[config.mk]
export PLATFORM = sky130hd
export DESIGN_NAME = key_event_queue
export DESIGN_NICKNAME = d
export VERILOG_FILES = /design/src/rtl/key_pkg.sv /design/src/rtl/key_fifo.sv /design/src/rtl/key_event_queue.sv
export SDC_FILE = /design/constraint.sdc
export NUM_CORES = 1
export LEC_CHECK = 0
export CORE_UTILIZATION = 49
export CTS_CLUSTER_SIZE = 16
export DETAILED_ROUTE_END_ITERATION = 12
export PLACE_DENSITY = 0.68
export RECOVER_POWER = 50
export SLEW_MARGIN = 5
export SYNTH_ARGS = -nofsm -noshare
export SYNTH_HDL_FRONTEND = slang
export SYNTH_SLANG_ARGS = --single-unit
[constraint.sdc]
create_clock -name clk -period 3.8 [get_ports clk]
set_clock_uncertainty 0.1 [all_clocks]
set_input_delay 0.76 -clock clk [delete_from_list [all_inputs] [get_ports clk]]
set_output_delay 0.76 -clock clk [all_outputs]
set_load 0.005 [all_outputs]
[src/rtl/key_pkg.sv]
// key_pkg: constants, types and helpers shared by the key event queue.
//   KEY_COUNT    number of physical keys (4 rows x 8)
//   KEY_IDX_W    width of a key index
//   KEY_CODE_W   width of a queued event code {release, index}
//   KEY_REL_BIT  position of the release flag in an event code
package key_pkg;

  localparam int KEY_COUNT   = 32;
  localparam int KEY_IDX_W   = 5;
  localparam int KEY_CODE_W  = 6;
  localparam int KEY_REL_BIT = 5;

  // Bit i of a key_vec_t is key index i (not the raw scanner bit position).
  typedef logic [KEY_COUNT-1:0]  key_vec_t;
  typedef logic [KEY_IDX_W-1:0]  key_idx_t;
  typedef logic [KEY_CODE_W-1:0] key_code_t;

  // Lowest set index of v. Scans downward so the last hit is the lowest; 0 when v is empty.
  function automatic key_idx_t lowest_idx(input key_vec_t v);
    key_idx_t idx;
    idx = '0;
    for (int i = KEY_COUNT - 1; i >= 0; i--) begin
      if (v[i]) idx = KEY_IDX_W'(i);
    end
    return idx;
  endfunction

endpackage

[src/rtl/key_fifo.sv]
// key_fifo: small synchronous FIFO for key event codes.
//   clk, rst      clock, synchronous active-high reset
//   push, din     write request / data (ignored while full, even if a pop happens too)
//   pop, dout     read request / head entry (pop ignored while empty, dout = 0 when empty)
//   full, empty   occupancy flags
//   count         entries held, 0..DEPTH
// DEPTH must be a power of two >= 2 so the pointers wrap naturally.
module key_fifo #(
  parameter int WIDTH = 6,
  parameter int DEPTH = 4
) (
  input  logic                       clk,
  input  logic                       rst,
  input  logic                       push,
  input  logic [WIDTH-1:0]           din,
  input  logic                       pop,
  output logic [WIDTH-1:0]           dout,
  output logic                       full,
  output logic                       empty,
  output logic [$clog2(DEPTH):0]     count
);

  localparam int AW = $clog2(DEPTH);

  logic [WIDTH-1:0] mem_q [DEPTH];
  logic [AW-1:0]    wr_ptr_q, wr_ptr_d;
  logic [AW-1:0]    rd_ptr_q, rd_ptr_d;
  logic [AW:0]      count_q, count_d;
  logic             do_push, do_pop;

  always_comb begin
    full     = (count_q == (AW+1)'(DEPTH));
    empty    = (count_q == '0);
    do_push  = push & ~full;
    do_pop   = pop & ~empty;
    wr_ptr_d = do_push ? wr_ptr_q + 1'b1 : wr_ptr_q;
    rd_ptr_d = do_pop  ? rd_ptr_q + 1'b1 : rd_ptr_q;
    count_d  = count_q;
    if (do_push & ~do_pop) count_d = count_q + 1'b1;
    if (do_pop & ~do_push) count_d = count_q - 1'b1;
  end

  always_ff @(posedge clk) begin
    if (rst) begin
      wr_ptr_q <= '0;
      rd_ptr_q <= '0;
      count_q  <= '0;
    end else begin
      wr_ptr_q <= wr_ptr_d;
      rd_ptr_q <= rd_ptr_d;
      count_q  <= count_d;
    end
  end

  // Storage needs no reset: it is only visible through dout, which is gated by empty.
  always_ff @(posedge clk) begin
    if (do_push) mem_q[wr_ptr_q] <= din;
  end

  assign dout  = empty ? '0 : mem_q[rd_ptr_q];
  assign count = count_q;

endmodule

[src/rtl/key_event_queue.sv]
// key_event_queue: debounces the 32 scanner keys by periodic sampling, turns confirmed
// press edges into 6-bit event codes and queues them for a valid/ack consumer.
//   clk, rst            clock, synchronous active-high reset
//   key_row1..key_row4  raw key state, 1 = pressed; key_row1[7] is key 0, key_row4[0] is key 31
//   key_valid/key_code  head of the event queue, code = {release flag, key index}
//   key_ack             pops the head when key_valid is high
//   key_down            some debounced key is held
//   key_overflow        sticky: a new edge merged into an event that was still pending
// Optional feature: define KEY_RELEASE_EVENTS_EN to also queue release events
// ({1'b1, index}), which always go after any pending presses.
module key_event_queue
  import key_pkg::*;
#(
  parameter logic [15:0] SAMPLE_DIV = 16'd50000,
  parameter int          FIFO_DEPTH = 4
) (
  input  logic                  clk,
  input  logic                  rst,
  input  logic [7:0]            key_row1,
  input  logic [7:0]            key_row2,
  input  logic [7:0]            key_row3,
  input  logic [7:0]            key_row4,
  output logic                  key_valid,
  output logic [KEY_CODE_W-1:0] key_code,
  input  logic                  key_ack,
  output logic                  key_down,
  output logic                  key_overflow
);

  logic [31:0] raw;
  key_vec_t    keys;

  logic [15:0] cnt_q, cnt_d;
  logic        tick;
  key_vec_t    samp_q, samp_d;
  key_vec_t    stab_q, stab_d;
  key_vec_t    press_q, press_d;
  key_vec_t    pend_p_q, pend_p_d;
  logic        overflow_q, overflow_d;

  key_vec_t    sel_vec, clr;
  key_idx_t    push_idx;
  key_code_t   push_code;
  logic        any_p, push;

  logic        fifo_full, fifo_empty;
  logic [$clog2(FIFO_DEPTH):0] fifo_cnt_unused;

`ifdef KEY_RELEASE_EVENTS_EN
  key_vec_t    rel_q, rel_d;
  key_vec_t    pend_r_q, pend_r_d;
`endif

  assign raw = {key_row1, key_row2, key_row3, key_row4};

  // Reorder so that bit i of keys is key index i (raw bit 31 is key 0).
  always_comb begin
    keys = '0;
    for (int i = 0; i < KEY_COUNT; i++) keys[i] = raw[KEY_COUNT-1-i];
  end

  always_comb begin
    tick  = (cnt_q == SAMPLE_DIV - 16'd1);
    cnt_d = tick ? '0 : cnt_q + 16'd1;

    // A key changes debounced state only after two equal consecutive samples.
    samp_d  = tick ? keys : samp_q;
    stab_d  = tick ? ((keys & ~(keys ^ samp_q)) | (stab_q & (keys ^ samp_q))) : stab_q;
    // Edges are registered before entering the pending masks, which puts key_valid
    // two edges after the confirming tick.
    press_d = tick ? (keys & samp_q & ~stab_q) : '0;

    // Presses drain first; releases only once no press is pending.
    any_p     = |pend_p_q;
`ifdef KEY_RELEASE_EVENTS_EN
    rel_d     = tick ? (~keys & ~samp_q & stab_q) : '0;
    sel_vec   = any_p ? pend_p_q : pend_r_q;
    push_idx  = lowest_idx(sel_vec);
    push_code = {~any_p, push_idx};
`else
    sel_vec   = pend_p_q;
    push_idx  = lowest_idx(sel_vec);
    push_code = {1'b0, push_idx};
`endif
    // A full FIFO refuses the push regardless of a same-cycle pop; the bit stays pending.
    push = ~fifo_full & (|sel_vec);
    clr  = push ? (key_vec_t'(1) << push_idx) : '0;

    pend_p_d   = (pend_p_q & ~(any_p ? clr : '0)) | press_q;
    overflow_d = overflow_q | (|(press_q & pend_p_q & ~(any_p ? clr : '0)));
`ifdef KEY_RELEASE_EVENTS_EN
    pend_r_d   = (pend_r_q & ~(any_p ? '0 : clr)) | rel_q;
    overflow_d = overflow_d | (|(rel_q & pend_r_q & ~(any_p ? '0 : clr)));
`endif
  end

  always_ff @(posedge clk) begin
    if (rst) begin
      cnt_q      <= '0;
      samp_q     <= '0;
      stab_q     <= '0;
      press_q    <= '0;
      pend_p_q   <= '0;
      overflow_q <= 1'b0;
`ifdef KEY_RELEASE_EVENTS_EN
      rel_q      <= '0;
      pend_r_q   <= '0;
`endif
    end else begin
      cnt_q      <= cnt_d;
      samp_q     <= samp_d;
      stab_q     <= stab_d;
      press_q    <= press_d;
      pend_p_q   <= pend_p_d;
      overflow_q <= overflow_d;
`ifdef KEY_RELEASE_EVENTS_EN
      rel_q      <= rel_d;
      pend_r_q   <= pend_r_d;
`endif
    end
  end

  key_fifo #(
    .WIDTH (KEY_CODE_W),
    .DEPTH (FIFO_DEPTH)
  ) u_fifo (
    .clk   (clk),
    .rst   (rst),
    .push  (push),
    .din   (push_code),
    .pop   (key_ack),
    .dout  (key_code),
    .full  (fifo_full),
    .empty (fifo_empty),
    .count (fifo_cnt_unused)
  );

  assign key_valid    = ~fifo_empty;
  assign key_down     = |stab_q;
  assign key_overflow = overflow_q;

endmodule

## Yosys cells after proc, flatten, opt, wreduce, memory -nomap -nowiden

Memory sizes are Yosys's and may differ from the RTL's. A register that Yosys moved wholly into a read port is not among the register bits.
Index checks and enable logic that the tools add are counted.

| storage, ports and cells | value |
|---|---|
| register bits after elaboration | 152 |
| bits in writable memories | 20 |
| input bits | 35 |
| output and inout port bits | 9 |
| logic and storage cells | 90 |
| memories | 1 |

Memory list:

| memory | depth | width | rd ports | clocked after memory_dff | wr ports | line | RTL |
|---|---|---|---|---|---|---|---|
| u_fifo.mem_q | 4 | 5 | 1 | 1 | 1 | key_fifo.sv:25 | `logic [WIDTH-1:0] mem_q [DEPTH];` |

| cells by class | value |
|---|---|
| add/subtract/negate cells | 5 |
| eq/ne operators | 2 |
| shifts and indexed selects | 1 |
| muxes and demuxes | 41 |
| bitwise logic cells | 24 |
| reductions and logical operators | 7 |

Operator list:

| cell | number |
|---|---|
| $and A32 B32 Y32 | 7 |
| $mux W5 | 32 |
| $not A32 Y32 | 3 |
| $reduce_or A32 Y1 | 3 |
| $mux W32 | 2 |
| $or A32 B32 Y32 | 2 |
| $shl A1 B5 Y32 const A | 1 |
| $xor A32 B32 Y32 | 1 |
| $add A16 B1 Y16 const B | 1 |
| $eq A16 B16 Y1 const B | 1 |
| $mux W3 | 2 |
| $mux W6 | 1 |
| $and A1 B1 Y1 | 5 |
| $not A1 Y1 | 5 |
| $add A2 B1 Y2 const B | 2 |
| $mux W2 | 2 |
| $reduce_or A2 Y1 | 2 |
| $add A3 B1 Y3 const B | 1 |
| $eq A3 B3 Y1 const B | 1 |
| $logic_not A3 Y1 | 1 |
| $sub A3 B1 Y3 const B | 1 |
| $mux W1 | 2 |
| $reduce_bool A2 Y1 | 1 |
| $or A1 B1 Y1 | 1 |

## Depth between registers and ports, before layout

Gate-level depths: netlist of run 1.

| depth | value |
|---|---|
| word-level depth | 39 |
| mapped depth | 13 |
| mapped depth without buffers | 11 |

## Modules after synthesis

A second synthesis of run 1 with hierarchy kept.

| unflattened totals | value |
|---|---|
| cells, all modules | 885 |
| area, all modules | 7927.6 um^2 |

Modules (own cells, without submodules):

| module | times used | cells each | area an instance (um^2) | seq. area each (um^2) |
|---|---|---|---|---|
| key_event_queue | 1 | 794 | 6553.8 | 2902.8 |
| key_fifo | 1 | 91 | 1373.8 | 900.9 |

## Worst setup path after synthesis of run 1

No wires, ideal clock.

| path | value |
|---|---|
| path kind | register to register |
| start point | register pend_p_q[23] |
| end point | register u_fifo.count_q[2] (netlist: u_fifo.count[2]) |
| library setup time | 70 ps |
| data arrival time | 2747 ps |
| required time | 3630 ps |
| setup slack | 883 ps |
| stages on the path, launching flop included | 11 |
| path buffers | 0 |
| period minus slack after synthesis | 2917 ps |
| cells stage by stage | dfxtp_1 -> or4_4 -> nor4b_4 -> a31oi_1 -> inv_1 -> ha_1 -> inv_1 -> fa_1 -> xor2_1 -> or3_1 -> a21oi_1 |

| on the way | value |
|---|---|
| word-level cells in the longest chain between the ends | 6 |
| elaborated cells between the ends (all ways) | 8 |
| classes of those cells | mux: 1; bitwise: 5; reduce/logical: 2 |

Ends and longest elaborated chain:

| element | line | RTL |
|---|---|---|
| start, declared | key_event_queue.sv:38 | `key_vec_t pend_p_q, pend_p_d;` |
| start signal, assigned | key_event_queue.sv:114 | `pend_p_q <= pend_p_d;` |
| $reduce_or A32 Y1 * | key_event_queue.sv:86 | `push = ~fifo_full & (\|sel_vec);` |
| $and A1 B1 Y1 * | key_event_queue.sv:86 |  |
| $and A1 B1 Y1 * | key_fifo.sv:34 | `do_push = push & ~full;` |
| $not A1 Y1 | key_fifo.sv:40 | `if (do_pop & ~do_push) count_d = count_q - 1'b1;` |
| $and A1 B1 Y1 | key_fifo.sv:40 |  |
| $mux W3 / $reduce_bool A2 Y1 (equally long branches) | -- |  |
| end signal, assigned | key_fifo.sv:51 | `count_q <= count_d;` |
| end, declared | key_fifo.sv:28 | `logic [AW:0] count_q, count_d;` |

Every way passes the cells marked *; elsewhere a longest branch is shown, timed or not.
A chain may end at the register's enable or synchronous reset.

## Worst setup path in the final report of run 1

| path | value |
|---|---|
| start point | register pend_p_q[11] |
| end point | register overflow_q (netlist: key_overflow) |

| on the way | value |
|---|---|
| word-level cells in the longest chain between the ends | 19 |
| elaborated cells between the ends (all ways) | 22 |
| classes of those cells | shift: 1; mux: 14; bitwise: 5; reduce/logical: 2 |

Ends and longest elaborated chain:

| element | line | RTL |
|---|---|---|
| $mux W5 (12 in a row) | key_pkg.sv:23 | `if (v[i]) idx = KEY_IDX_W'(i);` |
| $shl A1 B5 Y32 | key_event_queue.sv:87 | `clr = push ? (key_vec_t'(1) << push_idx) : '0;` |
| $mux W32 | key_event_queue.sv:87 |  |
| $mux W32 | key_event_queue.sv:90 | `overflow_d = overflow_q \| (\|(press_q & pend_p_q & ~(any_p ? clr : '0)));` |
| $not A32 Y32 | key_event_queue.sv:90 |  |
| $and A32 B32 Y32 * | key_event_queue.sv:90 |  |
| $reduce_or A32 Y1 * | key_event_queue.sv:90 |  |
| $or A1 B1 Y1 * | key_event_queue.sv:90 |  |
| end signal, assigned | key_event_queue.sv:115 | `overflow_q <= overflow_d;` |
| end, declared | key_event_queue.sv:39 | `logic overflow_q, overflow_d;` |

Marks and branches as above.

==> results of run 1 <==
logic make-up (layout without fill, tap and decap cells):
kind of cell,after synthesis,in the layout,share of synthesized area [%]
xor+xnor,16,16,1.83
compound gates,210,210,15.7
fa+ha+maj,39,39,6.49
other cells,1,1,0.0491
mux,5,5,1.47
buf+inv,74,115,3.85
simple gates,345,345,22.4
flops,174,174,48.2
power by group through the flow:
stage	Sequential (mW)	Clock (mW)	Combinational, mW
global placement	1.90	0	0.0877
detailed placement	1.90	0	0.0894
CTS	1.86	1.93	0.0895
global route	1.86	2.01	0.0980
floorplan	1.90	0	0.0346
finish	1.86	1.89	0.0884
cell type report:
class	count	area (um2)	area share [%]
Inverter	35	131	1.49
Multi-Input combinational cell	616	3640	41.4
Sequential cell	174	3680	41.9
Clock inverter	10	183	2.08
Timing Repair Buffer	48	452	5.14
Tap cell	188	235	2.68
Clock buffer	22	464	5.28
cell usage after synthesis (7+ instances only):
master and count:
edfxtp_1 20, nor3b_1 34, and2_1 13, a21oi_1 108, o21ai_0 39, dfxtp_1 154, nor4_1 16, ha_1 38
o21ai_1 19, nand3_1 11, nand2_1 126, or3_1 7, xor2_1 10, nor2_1 95, o211ai_1 10, inv_1 34
clkbuf_1 34, nand4_1 8
worst paths after layout:
kind                       end  depth (start not counted)    startpoint  slack, ns
setup / recovery  key_overflow                          9  pend_p_q[11]       0.37
hold / removal     press_q[19]                          1      register       0.35
setup reg to reg  key_overflow                          9  pend_p_q[11]       0.37
hold reg to reg    press_q[19]                          1      register       0.35
metal layers:
layer	wire, um	part of all wire [%]
met1	8130	47
met2	7910	46
met3	800	4.6
met4	435	2.5
met5	0	0
worst max-delay path, cell delays in order (launching register included):
cell and delay, ns:
dfxtp_1 0.37, or4_1 0.61, o31ai_1 0.49, and2_1 0.44, o21ai_1 0.35, o21ai_1 0.26
o22ai_1 0.12, nor4_1 0.27, and4b_1 0.21, a21oi_1 0.06
stage by stage:
step,power (mW),std cells,cell area (um2),setup slack [ns],hold slack (ns)
2_1_floorplan,1.93,864,7640,0.883,0.313
3_3_place_gp,1.99,1061,8170,0.461,0.333
3_5_place_dp,1.99,1061,8170,0.404,0.332
4_1_cts,3.88,1093,8820,0.401,0.348
5_1_grt,3.96,1093,8790,0.135,0.361
6_report,3.84,1093,8790,0.372,0.346
==> results_dict.tcl, run 1 <==
set metrics [dict create \
    outcome "finished with violations" \
    violations "max-capacitance violations, max-slew violations" \
    hpwl_mm 12.4 \
    cap_violations 1 \
    clock.fmax_ghz 0.292 \
    synth.top_cell.area_share_pct 40.4 \
    numCtsBuffers 17 \
    grt_setup_unrepaired "no" \
    crit_required_ns 3.98 \
    p_leak_nw 3.10 \
    syn_area_um2 7640 \
    grt_pass1_wl_mm 28.7 \
    fin_crit_ns 3.43 \
    p_switching_mw 0.741 \
    h-tree-depth 4 \
    synth_cells 864 \
    switching_share_pct 19.3 \
    syn_avg_cell_area_um2 8.84 \
    finalSetupTns_ns 0 \
    tightest_slew_ns 2.43 \
    clkPwrFrac_pct 49.3 \
    finalHoldViolCount 0 \
    synth_nets 938 \
    synth_area_leader_cell "dfxtp_1" \
    hp-class "register to register" \
    synth.ff_latch_count 174 \
    drtIter0Drc 406 \
    clk_pin_slew_ns 0.06 \
    fin_crit_sh_pct 90.2 \
    via_per_inst 5.59 \
    start_util_pct 50.2 \
    cts_resized 0 \
    synth_area_leaders "dfxtp_1 (40%), edfxtp_1 (7.9%), a21oi_1 (7.1%)" \
    wire_per_inst_um 15.8 \
    port_buffers 42 \
    rows 45 \
    die_w_um 127 \
    detail-route-antenna-nets 0 \
    drv_slew 55 \
    endpoint_kind "register" \
    synth_top_flop_cell "dfxtp_1" \
    critPathLaunchType "register" \
    grt_pass1_vias 5647 \
    drc_errors 0 \
    antenna_found_initial 0 \
    layout-drive-gt1-share_pct 5.30 \
    cts_setup_buffers 0 \
    path_max_fanout 11 \
    die_area_um2 16100 \
    dr.pass1.iters 5 \
    final_core_util_pct 57.8 \
    cts-root-buf "clkbuf_16" \
    relSlewSlack_pct -61.8 \
    ir_drop_mv 0.347 \
    pwr-share-comb_pct 2.3 \
    top_usage_layer "met2" \
    synth_edf_count 20 \
    yosys_warnings 0 \
    core_um2 15200 \
    layout_commonest_cell "dfxtp_1" \
    syn_to_final_growth_pct 15.1 \
    nFillCells 1411 \
    clockBufferDepth 2 \
    cts_tree "done" \
    intPower_mw 3.10 \
    synthArstFlopShare_pct 0 \
    ios 44 \
    powerDensity_nw_per_um2 437 \
    antennaDiodeCount 0 \
    crit_type "register to register" \
    clock_sinks 174 \
    ctsHoldBuffers 0 \
    synthDistinctLibCells 64 \
    use_met3_pct 4.51 \
    via_count 6108 \
    final_cell_mix "dfxtp_1 (154), nand2_1 (126), a21oi_1 (108)" \
    track_usage_pct 22.8 \
    grt_max_degree 97 \
    fp.dieH_um 127 \
    routabilityCongestion 0.942 \
    final-setup-viol-count 0 \
    globalRouteMet1Util_pct 31.2 \
    layout.nets 966 \
    worstPathArrival_ns 3.61 \
    grt_util_met2_pct 35.2 \
    gr-total-overflow 0 \
    routed_wl_mm 17.3 \
    pwr-share-seq_pct 48.4 \
    clock_latency_ns 0.43 \
    yosysSeqAreaShare_pct 48.2 \
]
Note: power is estimated with default switching activity, not from simulation.
==> inputs of run 2 (changes only) <==
--- a/config.mk
+++ b/config.mk
@@ -5,6 +5,7 @@
 export SDC_FILE = /design/constraint.sdc
 export NUM_CORES = 1
 export LEC_CHECK = 0
+export CAP_MARGIN = 5
 export CORE_UTILIZATION = 49
 export CTS_CLUSTER_SIZE = 16
 export DETAILED_ROUTE_END_ITERATION = 12
==> results of run 2 <==
Same layout as run 1: the final DEF is identical, and so are final timing and power.
==> inputs of run 3 (changes only) <==
--- a/config.mk
+++ b/config.mk
@@ -9,6 +9,7 @@
 export CORE_UTILIZATION = 49
 export CTS_CLUSTER_SIZE = 16
 export DETAILED_ROUTE_END_ITERATION = 12
+export MAX_ROUTING_LAYER = met4
 export PLACE_DENSITY = 0.68
 export RECOVER_POWER = 50
 export SLEW_MARGIN = 5
==> run 3 against run 2 <==
The flow still finishes with violations (max-capacitance violations, max-slew violations). Final cell count hardly changed. Routed wire length shrank 1.3%. Sequential cell count did not move. Setup slack got worse by 0.038 ns. Global-route usage up 0.60 points. Via count decreased by 1.1%. Design area fell by 0.50%. Sequential power about the same. Register-to-register slack worse by 0.04 ns. Clock-buffer cell count fell by 3. Hold slack got worse by 0.00062 ns. Largest cell class unchanged. Largest power group is now registers.
==> results_dict.tcl, run 3 (synthesized netlist as in run 1, its figures left out) <==
set metrics [dict create \
    routabilityCongestion 0.975 \
    antenna_found_initial 0 \
    cts_resized 0 \
    via_per_inst 5.52 \
    critPathLaunchType "register" \
    clock_latency_ns 0.43 \
    cts_tree "done" \
    h-tree-depth 4 \
    dpl_cell_area_um2 8180 \
    layout-drive-gt1-share_pct 5.74 \
    ir_drop_mv 0.308 \
    numCtsBuffers 17 \
    holdWs_ns 0.345 \
    core_um2 15200 \
    dr.pass1.iters 4 \
    start_util_pct 50.2 \
    die_w_um 127 \
    fp.dieH_um 127 \
    finalSetupTns_ns 0 \
    hp-class "register to register" \
    post-place-ws_ns 0.448 \
    routed_wl_mm 17.0 \
    power_mw 3.67 \
    fin_crit_ns 3.47 \
    layout_commonest_cell "dfxtp_1" \
    worstPathArrival_ns 3.64 \
    switching_share_pct 21.0 \
    grt_setup_unrepaired "no" \
    drc_errors 0 \
    layout_setup_ws_ns 0.334 \
    die_area_um2 16100 \
    port_buffers 42 \
    grt_max_degree 97 \
    fin_crit_sh_pct 91.2 \
    p_leak_nw 3.08 \
    pwr-share-comb_pct 2.4 \
    clock.fmax_ghz 0.289 \
    endpoint_kind "register" \
    nFillCells 1388 \
    powerDensity_nw_per_um2 419 \
    cts_setup_buffers 0 \
    hpwl_mm 12.4 \
    clock_sinks 174 \
    cts-root-buf "clkbuf_16" \
    clockBufferDepth 2 \
    outcome "finished with violations" \
    via_count 6043 \
    drtIter0Drc 384 \
    syn_to_final_growth_pct 14.5 \
    p_switching_mw 0.769 \
    final_cell_mix "dfxtp_1 (154), nand2_1 (126), a21oi_1 (108)" \
    layout.nets 967 \
    detail-route-antenna-nets 0 \
    track_usage_pct 23.4 \
    wire_per_inst_um 15.6 \
    grt_pass1_wl_mm 28.6 \
    clkPwrFrac_pct 46.9 \
    ios 44 \
    antennaDiodeCount 0 \
    violations "max-capacitance violations, max-slew violations" \
    relSlewSlack_pct -31.1 \
    tightest_slew_ns 1.97 \
    rows 45 \
    cap_violations 2 \
    gr-total-overflow 0 \
    drv_slew 141 \
    path_max_fanout 11 \
    grt_pass1_vias 5759 \
    ctsHoldBuffers 0 \
    final-setup-viol-count 0 \
    final_cell_area_um2 8750 \
    finalHoldViolCount 0 \
    pwr-share-seq_pct 50.6 \
    crit_type "register to register" \
    crit_required_ns 3.98 \
    intPower_mw 2.90 \
    clk_pin_slew_ns 0.06 \
]
[run 3: changes by cell type in the layout (fill, tap and decap cells not counted), sizes merged]
cell / change
buf: -1
inv: +1
bufinv: -3
clkbuf: -1
clkinv: +4
clkinvlp: +1
[run 3: worst paths after layout]
check	cells past startpoint	slack, ns	start	end
worst min-delay path	1	0.35	register	press_q[0]
worst min register to register	1	0.35	register	press_q[0]
worst max register to register	9	0.33	pend_p_q[11]	key_overflow
worst max-delay path	9	0.33	pend_p_q[11]	key_overflow
[run 3: layer usage]
layer,global-route usage [%],wire length [um]
met4,9.87,478
met2,35.3,7610
met3,4.51,650
met5,-,0
met1,30.7,8310
[run 3: area by class of cell]
| cell class | instances | area (um2) | share of cell area (%) |
|---|---|---|---|
| clock buffer | 19 | 453 | 5.18 |
| clock inverter | 13 | 136 | 1.56 |
| sequential | 174 | 3680 | 42.1 |
| timing repair buffer | 49 | 450 | 5.15 |
| inverter | 35 | 131 | 1.50 |
| multi-input combinational | 616 | 3660 | 41.8 |
| tap | 188 | 235 | 2.69 |
[run 3: stage by stage]
step,utilization [%],instances
floorplan,-,864
CTS,57.7,1094
finish,57.5,1094
global route,57.5,1094
global placement,53.8,1062
detailed placement,53.8,1062
[run 3: critical path, stage by stage (launching register included)]
cell and delay, ns:
dfxtp_1 0.38, or4_1 0.64, o31ai_1 0.48, and2_1 0.41, o21ai_1 0.35, o21ai_1 0.27, o22ai_1 0.11, nor4_1 0.28
and4b_1 0.22, a21oi_1 0.06
[run 3: power groups by stage]
stage          Combinational [mW]  Clock (mW)  Sequential (mW)
2_1_floorplan              0.0346           0             1.90
3_3_place_gp               0.0895           0             1.90
3_5_place_dp               0.0902           0             1.90
4_1_cts                    0.0904        1.75             1.86
5_1_grt                    0.0993        1.84             1.86
6_report                   0.0888        1.72             1.86
